**src/rtl/div_ctrl.sv**
```systemverilog
// Sequencer between the EX stage and the iterative unsigned divider core: converts signed
// operands to magnitudes, runs the core, fixes signs and returns a tagged result.
// Optional feature macro: DIV_SPECIAL_BYPASS_EN (divide-by-zero and MIN/-1 skip the core).
module div_ctrl #(
    parameter int DW      = 32,
    parameter int TAGW    = 5,
    parameter int TIMEOUT = 64
) (
    input  logic            clk,
    input  logic            rst_n,
    input  logic            req_valid,
    output logic            req_ready,
    input  logic            req_signed,
    input  logic            req_rem,
    input  logic [DW-1:0]   req_a,
    input  logic [DW-1:0]   req_b,
    input  logic [TAGW-1:0] req_tag,
    input  logic            flush,
    output logic            stall,
    output logic            div_en,
    output logic [DW-1:0]   div_a,
    output logic [DW-1:0]   div_b,
    input  logic [DW-1:0]   div_q,
    input  logic [DW-1:0]   div_r,
    input  logic            div_end,
    output logic            resp_valid,
    input  logic            resp_ready,
    output logic [DW-1:0]   resp_data,
    output logic [TAGW-1:0] resp_tag,
    output logic            timeout_err
);

    localparam int CW = $clog2(TIMEOUT + 1);
    localparam logic [CW-1:0] WD_LAST = CW'(TIMEOUT - 1);
    localparam logic [CW-1:0] WD_ONE  = CW'(1);
    localparam logic [DW-1:0] ONE     = DW'(1);

    typedef enum logic [2:0] {
        ST_IDLE,
        ST_LOAD,
        ST_RUN,
        ST_FIX,
        ST_DONE
    } state_t;

    state_t          state_reg;
    logic [DW-1:0]   a_reg;
    logic [DW-1:0]   b_reg;
    logic            signed_reg;
    logic            rem_reg;
    logic [TAGW-1:0] tag_reg;
    logic            neg_q_reg;
    logic            neg_r_reg;
    logic [DW-1:0]   q_raw_reg;
    logic [DW-1:0]   r_raw_reg;
    logic [CW-1:0]   wdog_reg;

    // Operand signs only matter for signed ops; unsigned ops pass straight through.
    logic          sa;
    logic          sb;
    logic [DW-1:0] a_mag;
    logic [DW-1:0] b_mag;
    logic [DW-1:0] q_fix;
    logic [DW-1:0] r_fix;

    assign sa    = signed_reg & a_reg[DW-1];
    assign sb    = signed_reg & b_reg[DW-1];
    assign a_mag = sa ? (~a_reg + ONE) : a_reg;
    assign b_mag = sb ? (~b_reg + ONE) : b_reg;
    assign q_fix = neg_q_reg ? (~q_raw_reg + ONE) : q_raw_reg;
    assign r_fix = neg_r_reg ? (~r_raw_reg + ONE) : r_raw_reg;

    logic          bypass_hit;
    logic [DW-1:0] bypass_q;
    logic [DW-1:0] bypass_r;

`ifdef DIV_SPECIAL_BYPASS_EN
    localparam logic [DW-1:0] SMIN = {1'b1, {(DW-1){1'b0}}};
    logic b_zero;
    logic ovf_case;

    // Results are fixed here, so the sign-fix stage is told to leave them alone.
    assign b_zero     = (b_reg == '0);
    assign ovf_case   = signed_reg && (a_reg == SMIN) && (b_reg == '1);
    assign bypass_hit = b_zero | ovf_case;
    assign bypass_q   = b_zero ? '1 : SMIN;
    assign bypass_r   = b_zero ? a_reg : '0;
`else
    assign bypass_hit = 1'b0;
    assign bypass_q   = '0;
    assign bypass_r   = '0;
`endif

    always_ff @(posedge clk or negedge rst_n) begin
        if (!rst_n) begin
            state_reg   <= ST_IDLE;
            req_ready   <= 1'b1;
            stall       <= 1'b0;
            div_en      <= 1'b0;
            div_a       <= '0;
            div_b       <= '0;
            resp_valid  <= 1'b0;
            resp_data   <= '0;
            resp_tag    <= '0;
            timeout_err <= 1'b0;
            a_reg       <= '0;
            b_reg       <= '0;
            signed_reg  <= 1'b0;
            rem_reg     <= 1'b0;
            tag_reg     <= '0;
            neg_q_reg   <= 1'b0;
            neg_r_reg   <= 1'b0;
            q_raw_reg   <= '0;
            r_raw_reg   <= '0;
            wdog_reg    <= '0;
        end else begin
            timeout_err <= 1'b0;
            case (state_reg)
                ST_IDLE: begin
                    if (req_valid && req_ready) begin
                        a_reg      <= req_a;
                        b_reg      <= req_b;
                        signed_reg <= req_signed;
                        rem_reg    <= req_rem;
                        tag_reg    <= req_tag;
                        req_ready  <= 1'b0;
                        stall      <= 1'b1;
                        state_reg  <= ST_LOAD;
                    end
                end

                ST_LOAD: begin
                    if (flush) begin
                        state_reg <= ST_IDLE;
                        req_ready <= 1'b1;
                        stall     <= 1'b0;
                    end else begin
                        div_a <= a_mag;
                        div_b <= b_mag;
                        if (bypass_hit) begin
                            q_raw_reg <= bypass_q;
                            r_raw_reg <= bypass_r;
                            neg_q_reg <= 1'b0;
                            neg_r_reg <= 1'b0;
                            state_reg <= ST_FIX;
                        end else begin
                            neg_q_reg <= sa ^ sb;
                            neg_r_reg <= sa;
                            div_en    <= 1'b1;
                            wdog_reg  <= '0;
                            state_reg <= ST_RUN;
                        end
                    end
                end

                ST_RUN: begin
                    // Flush outranks a completing core, which outranks the watchdog.
                    if (flush) begin
                        div_en    <= 1'b0;
                        state_reg <= ST_IDLE;
                        req_ready <= 1'b1;
                        stall     <= 1'b0;
                    end else if (div_end) begin
                        q_raw_reg <= div_q;
                        r_raw_reg <= div_r;
                        div_en    <= 1'b0;
                        state_reg <= ST_FIX;
                    end else if (wdog_reg == WD_LAST) begin
                        div_en      <= 1'b0;
                        timeout_err <= 1'b1;
                        resp_data   <= '1;
                        resp_tag    <= tag_reg;
                        resp_valid  <= 1'b1;
                        state_reg   <= ST_DONE;
                    end else begin
                        wdog_reg <= wdog_reg + WD_ONE;
                    end
                end

                ST_FIX: begin
                    if (flush) begin
                        state_reg <= ST_IDLE;
                        req_ready <= 1'b1;
                        stall     <= 1'b0;
                    end else begin
                        resp_data  <= rem_reg ? r_fix : q_fix;
                        resp_tag   <= tag_reg;
                        resp_valid <= 1'b1;
                        state_reg  <= ST_DONE;
                    end
                end

                ST_DONE: begin
                    if (flush || resp_ready) begin
                        resp_valid <= 1'b0;
                        state_reg  <= ST_IDLE;
                        req_ready  <= 1'b1;
                        stall      <= 1'b0;
                    end
                end

                default: begin
                    state_reg <= ST_IDLE;
                    req_ready <= 1'b1;
                    stall     <= 1'b0;
                    div_en    <= 1'b0;
                end
            endcase
        end
    end

endmodule

```
**config.mk**
```make
export PLATFORM = sky130hd
export DESIGN_NAME = div_ctrl
export DESIGN_NICKNAME = d
export VERILOG_FILES = /design/src/rtl/div_ctrl.sv
export SDC_FILE = /design/constraint.sdc
export NUM_CORES = 1
export LEC_CHECK = 0
export CAP_MARGIN = 10
export CORE_ASPECT_RATIO = 1.25
export CORE_MARGIN = 5
export CORE_UTILIZATION = 52
export DETAILED_ROUTE_END_ITERATION = 10
export GPL_TIMING_DRIVEN = 0
export PLACE_DENSITY = 0.78
export SLEW_MARGIN = 30
export SYNTH_ARGS = -nofsm -noshare
export SYNTH_HDL_FRONTEND = slang
export SYNTH_SLANG_ARGS = --single-unit
```
**constraint.sdc**
```tcl
create_clock -name clk -period 3.2 [get_ports clk]
set_input_delay 0.32 -clock clk [delete_from_list [all_inputs] [get_ports clk]]
set_output_delay 0.32 -clock clk [all_outputs]
set_load 0.02 [all_outputs]
```
==> results of run 1 <==
==> worst max-delay path: cells and delay by family, from the launching register on <==
| kind | cells | cell delay, ns |
|---|---|---|
| AND/OR/NAND/NOR | 5 | 1.91 |
| flip-flops | 1 | 0.41 |
| adder cells (fa/ha/maj) | 1 | 0.22 |
| AO/OA/AOI/OAI | 1 | 0.16 |
| buffers and inverters | 1 | 0.09 |
==> power breakdown <==
group / total [uW] / leakage [uW] / internal, uW / switching [uW]
Combinational: 292 / 0.00333 / 171 / 120
Sequential: 3200 / 0.00347 / 3200 / 1.60
Clock: 3130 / 0.000455 / 1850 / 1280
Total: 6620 / 0.00725 / 5220 / 1400
==> repair_timing <==
| action | in CTS | in global routing |
|---|---|---|
| setup endpoints to repair | 0 | 1 |
| gates resized for setup | 0 | 1 |
| hold buffers | 1 | 0 |
| hold endpoints to repair | 46 | 0 |
==> cell type report <==
cell class | count | share of cell area, %
Tap cell | 288 | 2.249
Inverter | 22 | 0.5154
Clock buffer | 34 | 4.756
Antenna cell | 1 | 0.01562
Clock inverter | 15 | 0.8590
Sequential cell | 253 | 39.52
Buffer | 58 | 1.359
Timing Repair Buffer | 249 | 15.92
Multi-Input combinational cell | 809 | 34.81
==> cells in the mapped netlist, types with 6 or more instances <==
library cell and n:
dfrtp_1 252, mux2_2 131, nand2_1 115, o21ai_0 111
nor2_1 64, xor2_1 61, a21oi_1 55, clkbuf_1 52
xnor2_1 52, nor3_1 23, inv_1 22, o31ai_1 22
o22ai_1 16, nor4_1 15, or4_1 14, nand3_1 11
o41ai_1 10, or3_1 10, nand4_1 9, a221oi_1 8
a31oi_1 8, buf_1 6, nand2b_1 6
==> cells by family after synthesis <==
kind of cell               synth area share (%)
AOI/OAI and AO/OA                         12.62
xor gates and xnor gates                  8.122
adders and majority gates                0.5134
buffers and inverters                     2.464
DFF                                       51.97
muxes                                     12.43
and+or+nand+nor                           11.88
==> path summary, 6_finish.rpt <==
path	slack [ns]	endpoint	cells past startpoint	start
max reg2reg	0.28	resp_data[28]	8	q_raw_reg[1]
min in group clk	0.30	req_ready	5	flush
max	0.28	resp_data[28]	8	q_raw_reg[1]
min reg2reg	0.48	div_a[23]	2	div_a[23]
min	0.27	a_reg[20]	2	rst_n
max in group asynchronous	1.86	b_reg[23]	4	rst_n
==> per-stage QoR <==
| step | power, uW | setup WS, ns |
|---|---|---|
| 5_1_grt | 6825 | 0.06253 |
| 3_3_place_gp | 3543 | -8.771 |
| 2_1_floorplan | 3289 | 0.5291 |
| 3_5_place_dp | 3556 | 0.2130 |
| 4_1_cts | 6675 | 0.2068 |
| 6_report | 6624 | 0.2796 |
==> metal layers <==
layer  wire (um)  up-vias
met5          13        -
met4        1394        2
met3        3061       93
met2       17510      442
met1       12640     4843
li1            -     4636
==> impl_metrics.yaml, run 1 <==
run_status:
  status: "finished clean"
global_route:
  grt_max_degree: 81
  grt_antenna_before_repair: 2
  grt_pass1_wl_um: 55010
  gr-max-usage-layer: "met2"
  use_met1_pct: 29.99
  grt_use_met3_pct: 6.591
  grt.total_usage_pct: 25.75
  grt_pass1_vias: 10454
  overflow: 0
  use_met2_pct: 45.21
critical_path:
  cp.arrival_ns: 3.33
  crit_path_cell_trace: "inv_1 -> ha_1 -> nor4b_1 -> nand4_1 -> or2_2 -> or4_1 -> a21oi_1 -> nor3_1"
  crit_type: "register to register"
  crit_path_start_kind: "register"
  cpPeakStageDelay_ns: 0.49
  critPathRequiredTime_ns: 3.61
  crit_fanout: 7
  cp-end-kind: "register"
  crit_slowest_cell: "nand4_1"
synth:
  synth_cells: 1142
  yosysWarnings: 0
  yosys.area.top_type: "dfrtp_1"
  ys.flop_type: "dfrtp_1"
  synthesis.nets: 1288
  ys_ff_latch: 253
  yosysSeqAreaShare_pct: 51.97
  synth_cell_types: 52
  synth_edf_count: 0
  avgSynthCellArea_um2: 10.67
  async_flop_share_pct: 100.0
  synthTopCellsByArea: "dfrtp_1 (52%), mux2_2 (12%), o21ai_0 (4.6%)"
  synthesis.area_mm2: 0.01219
  synth_top_area_share_pct: 51.75
timing:
  rsz0062_at_grt: "no"
  max_freq_ghz: 0.3424
  layout_min_cycle_time_ns: 2.920
  fin_hold_ws_ns: 0.2702
  period_share_pct: 91.26
  maxSlewHeadroom_pct: 41.00
  setup_viol: 0
  final_max_slew_viol_count: 0
  hold_viol: 0
  tightest_slew_ns: 0.8818
  clock_skew_ns: 0.01009
  setup_tns_ns: 0
pwr:
  ir_drop_mv: 0.4429
  p_per_area_mw_per_mm2: 413.4
  power_leakage_uw: 0.007251
route:
  first_pass_iters: 5
  routed_via_density: 5.793
  vias: 10016
  route.detailed.drc: 0
  wire_per_inst_um: 20.03
  wl_um: 34630
  antenna_left: 0
  drt_iter0_drc: 731
floorplanning:
  start_util_pct: 52.89
  num_io_pins: 247
  dieWidth_um: 146.9
  coreArea_mm2: 0.02304
  row_count: 62
  die_area_mm2: 0.02661
  die_height_um: 181.2
worst_hold_path:
  min_path_type: "input pin to asynchronous set/reset pin"
clock_network:
  clkLatencyLatePin_ns: 0.53
  htreeDepth: 1
  cts_tree: "yes"
  cts_buffers: 27
  clk_pin_slew_ns: 0.06
  clockRootBuffer: "clkbuf_16"
  post-cts-setup-buffers: 0
  clock_sink_count: 253
  cts_buffer_depth: 3
finish:
  seqCellArea_mm2: 0.006332
  fin_area_mm2: 0.01602
  final_nets: 1566
  final_cell_mix: "dfrtp_1 (252), clkdlybuf4s50_1 (244), mux2_2 (131)"
  layout_commonest_cell: "dfrtp_1"
  syn_to_final_growth_pct: 31.48
  multiInputGateArea_mm2: 0.005577
  fillers: 1757
  stdcell_count: 1729
  utilization_pct: 69.54
  drive_gt1_share_pct: 13.82
placed_design:
  place_area_mm2: 0.01509
  dpl.cell_count: 1678
  gp_congestion: 0.9877
  portBuffers: 245
  hpwlAfterDp_um: 25930
job:
  maxCapViolCount: 0
Note: power is estimated with default switching activity, not from simulation.
==> run 2: changes to the inputs <==
--- a/config.mk
+++ b/config.mk
@@ -12,7 +12,7 @@
 export DETAILED_ROUTE_END_ITERATION = 10
 export GPL_TIMING_DRIVEN = 0
 export PLACE_DENSITY = 0.78
-export SLEW_MARGIN = 30
+export SLEW_MARGIN = 10
 export SYNTH_ARGS = -nofsm -noshare
 export SYNTH_HDL_FRONTEND = slang
 export SYNTH_SLANG_ARGS = --single-unit
==> run 2 against run 1 <==
Effect of this change:
- count of clock-buffer cells in the layout increased by 1
- largest power group is now clock
- clock skew increased by 0.00059 ns
- first-iteration DRC count increased by 8.9%
- register-to-register slack got worse by 0.09 ns
- maximum frequency decreased by 3.0%
- sequential power about the same
==> impl_metrics.yaml, run 2 (synthesized netlist as in run 1, its figures left out) <==
pwr:
  ir_drop_mv: 0.4070
  power_leakage_uw: 0.007238
  p_per_area_mw_per_mm2: 426.0
timing:
  setup_tns_ns: 0
  final_max_slew_viol_count: 0
  tightest_slew_ns: 0.9385
  maxSlewHeadroom_pct: 36.85
  period_share_pct: 94.12
  rsz0062_at_grt: "no"
  clock_skew_ns: 0.01068
  setup_viol: 0
  fin_ws_ns: 0.1881
  max_freq_ghz: 0.3320
  layout_min_cycle_time_ns: 3.012
  hold_viol: 0
placed_design:
  place_ws_ns: 0.1324
  gp_congestion: 0.9877
  hpwlAfterDp_um: 25700
  place_area_mm2: 0.01506
  portBuffers: 245
  dpl.cell_count: 1677
finish:
  stdcell_count: 1727
  utilization_pct: 69.49
  fillers: 1738
  layout_commonest_cell: "dfrtp_1"
  multiInputGateArea_mm2: 0.005562
  fin_area_mm2: 0.01601
  syn_to_final_growth_pct: 31.39
  drive_gt1_share_pct: 13.35
  seqCellArea_mm2: 0.006332
  final_nets: 1565
  final_cell_mix: "dfrtp_1 (252), clkdlybuf4s50_1 (244), mux2_2 (131)"
clock_network:
  cts_tree: "yes"
  cts_buffer_depth: 3
  clockRootBuffer: "clkbuf_16"
  clk_pin_slew_ns: 0.06
  htreeDepth: 1
  cts_buffers: 27
  clkLatencyLatePin_ns: 0.54
  clock_sink_count: 253
route:
  routed_via_density: 5.832
  wire_per_inst_um: 20.46
  vias: 10072
  route.detailed.drc: 0
  first_pass_iters: 5
  drt_iter0_drc: 796
  wl_um: 35330
  antenna_left: 0
critical_path:
  crit_type: "register to register"
  crit_path_start_kind: "register"
  cp.arrival_ns: 3.42
  cp-end-kind: "register"
  crit_fanout: 6
  critPathRequiredTime_ns: 3.61
floorplanning:
  start_util_pct: 52.89
  die_area_mm2: 0.02661
  die_height_um: 181.2
  coreArea_mm2: 0.02304
  dieWidth_um: 146.9
  num_io_pins: 247
  row_count: 62
global_route:
  grt.total_usage_pct: 25.98
  grt_antenna_before_repair: 2
  grt_max_degree: 105
  grt_pass1_vias: 10455
  grt_pass1_wl_um: 55720
  overflow: 0
run_status:
  status: "finished clean"
worst_hold_path:
  min_path_type: "input pin to asynchronous set/reset pin"
job:
  maxCapViolCount: 0
[run 2: per-stage QoR]
stage	power (uW)	hold slack, ns
after global placement	3543	0.4624
after floorplan	3289	0.02441
after global routing	6994	0.3104
after detailed placement	3551	0.2424
after CTS	6856	0.2719
final	6820	0.2763
[run 2: final cells by class]
class                   count  share of cell area, %
diodes                      1                0.01563
plain buffers              58                  1.360
clock buffers              35                  4.595
clock inverters            13                  1.219
inverters                  22                 0.5158
multi-input cells         809                  34.74
flip-flops and latches    253                  39.55
well taps                 288                  2.251
repair buffers            248                  15.75
[run 2: worst max-delay path, stage by stage (launching register included)]
cell,delay (ns)
dfrtp_1,0.40
inv_1,0.10
ha_1,0.19
or4b_2,0.65
or4_1,0.51
clkbuf_1,0.20
nor4_2,0.45
a21oi_1,0.14
xnor2_1,0.16
o21ai_0,0.08
[run 2: worst paths after layout]
path	slack [ns]	from	endpoint	cells after the start
min reg2reg	0.48	div_b[3]	div_b[3]	2
max reg2reg	0.19	b_reg[0]	div_b[28]	9
max in group asynchronous	1.61	rst_n	state_reg[2]	4
min	0.28	rst_n	a_reg[19]	2
max	0.19	b_reg[0]	div_b[28]	9
min in group clk	0.29	flush	req_ready	5
[run 2: where the power goes]
part	total (uW)	leakage [uW]	internal (uW)	switching [uW]
registers	3200	0.00347	3200	1.46
clock network	3330	0.000455	2020	1310
logic	287	0.00331	168	120
total	6820	0.00724	5390	1430
[run 2: per-layer routing]
metal / part of all wire (%) / global-route usage, % / vias up / routed length [um]
li1: - / - / 4648 / -
met1: 37 / 30.46 / 4920 / 13220
met2: 51 / 46.12 / 402 / 18020
met3: 7.8 / 6.291 / 100 / 2769
met4: 3.7 / 9.661 / 2 / 1302
met5: 0.057 / 0 / - / 20
[run 2: repair_timing]
item | in CTS | in global routing
hold buffers | 1 | 0
setup endpoints to repair | 0 | 7
resized for setup | 0 | 1
endpoints found under the hold margin | 46 | 0
buffers inserted | 0 | 0
==> run 3: changes to the inputs <==
--- a/config.mk
+++ b/config.mk
@@ -7,11 +7,10 @@
 export LEC_CHECK = 0
 export CAP_MARGIN = 10
 export CORE_ASPECT_RATIO = 1.25
-export CORE_MARGIN = 5
-export CORE_UTILIZATION = 52
+export CORE_UTILIZATION = 56
 export DETAILED_ROUTE_END_ITERATION = 10
 export GPL_TIMING_DRIVEN = 0
-export PLACE_DENSITY = 0.78
+export PLACE_DENSITY = 0.83
 export SLEW_MARGIN = 10
 export SYNTH_ARGS = -nofsm -noshare
 export SYNTH_HDL_FRONTEND = slang
==> constraint.sdc (replaced) <==
create_clock -name clk -period 3.8 [get_ports clk]
set_input_delay 0.38 -clock clk [delete_from_list [all_inputs] [get_ports clk]]
set_output_delay 0.38 -clock clk [all_outputs]
set_load 0.02 [all_outputs]
==> run 3 against run 2 <==
Effect of this change:
- global-route usage is 4.8 points higher
- core utilization is 4.7 points higher
- register-to-register slack better by 0.58 ns
- final cell count is 0.58% lower
- count of clock-buffer cells in the layout stayed put
- via count is 0.47% lower
- worst hold slack better by 0.068 ns
- combinational power is 16% lower
- critical endpoint is now b_reg[3]
- power is 19% lower
- highest routed layer unchanged
- sequential power is 16% lower
- final area is 0.49% lower
- sequential share of layout area is 0.20 points higher
==> impl_metrics.yaml, run 3 (synthesized netlist as in run 1, its figures left out) <==
run_status:
  status: "finished clean"
placed_design:
  gp_congestion: 1.029
  portBuffers: 245
  dpl.cell_count: 1668
  hpwlAfterDp_um: 25030
global_route:
  grt_pass1_wl_um: 53650
  grt_antenna_before_repair: 1
  grt.total_usage_pct: 30.78
  overflow: 0
  grt_pass1_vias: 10536
  grt_max_degree: 115
finish:
  fillers: 1535
  final_nets: 1564
  final_cell_mix: "dfrtp_1 (252), clkdlybuf4s50_1 (244), mux2_2 (131)"
  layout_commonest_cell: "dfrtp_1"
  syn_to_final_growth_pct: 30.74
  drive_gt1_share_pct: 13.21
  diodes: 0
  utilization_pct: 74.20
  stdcell_count: 1717
floorplanning:
  num_io_pins: 247
  die_height_um: 166.9
  die_area_mm2: 0.02236
  dieWidth_um: 133.9
  coreArea_mm2: 0.02147
  start_util_pct: 56.75
  row_count: 60
route:
  route.detailed.drc: 0
  drt_iter0_drc: 578
  antenna_left: 0
  vias: 10025
  wire_per_inst_um: 19.65
  wl_um: 33730
  routed_via_density: 5.839
  first_pass_iters: 5
timing:
  rsz0062_at_grt: "no"
  setup_viol: 0
  layout_min_cycle_time_ns: 3.036
  max_freq_ghz: 0.3294
  maxSlewHeadroom_pct: 21.29
  tightest_slew_ns: 1.170
  hold_viol: 0
  final_max_slew_viol_count: 0
  fin_hold_ws_ns: 0.3438
  clock_skew_ns: 0.01732
  period_share_pct: 79.88
clock_network:
  cts_buffer_depth: 3
  cts_buffers: 26
  cts_tree: "yes"
  clock_sink_count: 253
  clkLatencyLatePin_ns: 0.54
  clockRootBuffer: "clkbuf_16"
  htreeDepth: 1
  clk_pin_slew_ns: 0.07
  post-cts-setup-buffers: 0
critical_path:
  crit_path_cell_trace: "clkbuf_1 -> or2_2 -> nor2_1 -> inv_1 -> nor2_1 -> clkbuf_1 -> mux2_2"
  cp_top_family: "simple AND/OR/NAND/NOR gates"
  cp-end-kind: "register"
  cp.arrival_ns: 3.46
  crit_slowest_cell: "nor2_1"
  timing.critical_path.buf_inv: 3
  crit_type: "register to register"
  crit_path_start_kind: "register"
  crit_fanout: 10
  critPathRequiredTime_ns: 4.22
  cpPeakStageDelay_ns: 0.76
pwr:
  ir_drop_mv: 0.4023
  p_per_area_mw_per_mm2: 347.4
  power_leakage_uw: 0.007209
worst_hold_path:
  min_path_type: "input pin to register"
job:
  maxCapViolCount: 0
run 3: cell count changes in the layout (fill, tap and decap cells not counted), moves of 2 or more:
cell       change
clkinv_2       -2
bufinv_16      -3
clkinv_4       +3
inv_6          +2
run 3: per-layer routing:
metal  wire length [um]  vias up  track usage (%)
met5                 12        -                0
met4               1845        2            17.19
met3               2466      124            6.697
met2              16990      419            53.35
met1              12420     4842            34.94
li1                   -     4638                -
run 3: area by class of cell:
type	instances	area (um^2)	share of cell area, %
buffer	58	217.7	1.367
inverter	22	82.58	0.5183
multi-input combinational	809	5553	34.85
sequential	253	6332	39.75
clock inverter	13	138.9	0.8718
timing repair buffer	248	2522	15.83
tap	279	349.1	2.191
clock buffer	35	735.7	4.618
run 3: worst paths after layout:
| kind | start | endpoint | slack, ns | cells after the start |
|---|---|---|---|---|
| setup / recovery | state_reg[0] | b_reg[3] | 0.76 | 7 |
| hold / removal | flush | req_ready | 0.34 | 5 |
| setup reg to reg | state_reg[0] | b_reg[3] | 0.76 | 7 |
| hold reg to reg | div_b[4] | div_b[4] | 0.48 | 2 |
| max in group asynchronous | rst_n | r_raw_reg[11] | 2.46 | 3 |
| min in group asynchronous | rst_n | a_reg[19] | 0.39 | 2 |
run 3: through the flow:
stage / power [uW] / instance area (um^2) / worst slack, ns / TNS [ns]
after floorplan: 2770 / 12190 / 1.129 / 0
after global placement: 2984 / 14990 / -8.080 / -2034.79
after detailed placement: 2990 / 15050 / 0.8259 / 0
after CTS: 5574 / 15930 / 0.8100 / 0
after global routing: 5698 / 15930 / 0.5299 / 0
final: 5534 / 15930 / 0.7645 / 0
run 3: repair_timing:
item | in CTS | in global routing
setup endpoints to repair | 0 | 0
hold endpoints to repair | 67 | 0
hold buffers | 1 | 0
resized for setup | 0 | 0
run 3: power by group:
group	switching (uW)	leakage, uW	internal [uW]
combinational	101	0.00331	141
clock	1090	0.000426	1510
sequential	1.21	0.00347	2700
total	1190	0.00721	4340
run 3: worst min-delay path: stages:
cell and delay (ns):
clkbuf_1 0.17, nor2_1 0.13, a21oi_1 0.07, nor2_1 0.08, a21oi_1 0.04
==> patch: new RTL, config.mk and constraints of run 1 <==
The parameter `TAGW` goes from 5 to 4.
--- a/src/rtl/div_ctrl.sv
+++ b/src/rtl/div_ctrl.sv
@@ -5,3 +5,3 @@
     parameter int DW      = 32,
-    parameter int TAGW    = 5,
+    parameter int TAGW    = 4,
     parameter int TIMEOUT = 64
Ports: changed (resized req_tag and resp_tag); port bits go from 247 to 245. The function was not compared with the original's and may differ.
==> patch against run 1 <==
Synthesized area grew 5.0%. First-iteration DRC count down 20%. Setup slack lost 53 ps. Cell area grew 3.6%. Routed wire length rose by 8.9%. Sequential cell count down 2. Die area up 4.7%. Utilization shrank 1.3 points. Critical endpoint is now resp_data[29].
Power is not compared: it rests on default switching activity, and its combinational part moved more than twofold at a synthesized area within 25%.
==> patch: results (changes against run 1) <==
[run_status]
status = complete, no violations  ; unchanged

[routing]
wl_met1_mm = 13.7  ; was 12.6 mm
first_iter_violations = 587  ; was 731
via_per_inst = 5.89  ; was 5.79
num_vias = 10768  ; was 10016
met2_length_mm = 18.9  ; was 17.5 mm
avgRoutedWirePerCell_um = 20.6  ; was 20.0 um
dr_wl_met3_mm = 3.38  ; was 3.06 mm

[cells_and_area]
nonClockInverterCount = 18  ; was 22
seq_share_pct = 37.8  ; was 39.5%
multi_input_gates = 858  ; was 809
drive_gt1_share_pct = 14.0  ; was 13.8%
area_share_nonclk_buffers_pct = 17.2  ; was 17.3%
clock_area_share_pct = 5.15  ; was 5.62%
n_antenna_cell = 0  ; was 1
nFillCells = 1901  ; was 1757
clock_buffers = 38  ; was 34
areaGrowthSynthToFinish_pct = 29.8  ; was 31.5%
n_all_buffers = 327  ; was 307
fin_nets = 1627  ; was 1566
multi_input_area_share_pct = 36.9  ; was 34.8%

[global_route]
grtUsageMet3_pct = 6.90  ; was 6.59%
grt_start_max_net_pins = 88  ; was 81
antenna_found_initial = 1  ; was 2
use_met1_pct = 31.1  ; was 30.0%
grt_pass1_wl_mm = 58.8  ; was 55.0 mm
grt_util_met2_pct = 47.2  ; was 45.2%
groute.usage.overall_pct = 26.7  ; was 25.7%

[placed_design]
pre_cts_slack_ps = 243  ; was 213 ps
place_area_mm2 = 0.0157  ; was 0.0151 mm2
place_congestion = 0.927  ; was 0.988
placed_cells = 1783  ; was 1678
portBuffers = 243  ; was 245
hpwl_mm = 28.3  ; was 25.9 mm

[synth]
synthFlopType = dfrtp_1  ; unchanged
avgSynthCellArea_um2 = 10.6  ; was 10.7 um2
seq_area_frac_synth_pct = 49.1  ; was 52.0%
ys_types = 71  ; was 52
synth_commonest_cells = dfrtp_1, mux2_2, nand2_1  ; unchanged
syn_nets = 1352  ; was 1288
synthTopCellsByArea = dfrtp_1, mux2_2, xor2_1, nand2_1, o21ai_0  ; was dfrtp_1, mux2_2, o21ai_0, xor2_1, xnor2_1
ys_async_sr_fraction_pct = 100  ; unchanged

[cts]
cts_sinks = 251  ; was 253
h-tree-depth = 1  ; unchanged
clk_latency_ps = 530  ; about the same
cts_buffers = 26  ; was 27
clockBufferDepth = 3  ; unchanged
cts_resized = 0  ; unchanged

[power_and_ir_drop]
ir_drop_mv = 0.672
p_switching_uw = 6840
comb-power_uw = 7600

[floorplan]
num_rows = 64  ; was 62

[critical_path]
cp_max_fo = 10  ; was 7
cp.arrival_ps = 3350  ; was 3330 ps
critical-path-top-delay-family = buffers and inverters  ; was simple AND/OR/NAND/NOR gates
crit_path_top_delay_cell = clkbuf_1  ; was nand4_1
slowest_delay_ps = 440  ; was 490 ps

[timing]
skew_ps = 9.81  ; was 10.1 ps
tightest_slew_ps = 949  ; was 882 ps

patch: cell types whose count changed after synthesis, moves of 8 or more:
cell,delta
o21ai_0,-30
a21oi_1,-26
mux2i_1,+23
or3_1,+17
clkbuf_1,+15
o22ai_1,-12
xnor2_1,-12
and3_1,+10
o41ai_1,+9
nor3_1,+8
o21ai_1,+8
patch: cell families after synthesis:
logic type,share of synthesized area [%]
AND/OR/NAND/NOR,14.5
multiplexers,13.5
flip-flops,49.1
XOR/XNOR,6.50
AO/OA/AOI/OAI,12.9
buffers and inverters,3.03
adder cells (fa/ha/maj),0.489
patch: path summary, 6_finish.rpt:
path | startpoint | end | slack (ps) | cells past startpoint
worst max register to register | state_reg[0] | resp_data[29] | 230 | 9
worst min register to register | div_b[18] | div_b[18] | 480 | 2
worst max-delay path | state_reg[0] | resp_data[29] | 230 | 9
max in group asynchronous | rst_n | div_b[12] | 1940 | 4
worst min-delay path | rst_n | q_raw_reg[18] | 300 | 2
min in group clk | flush | req_ready | 330 | 5
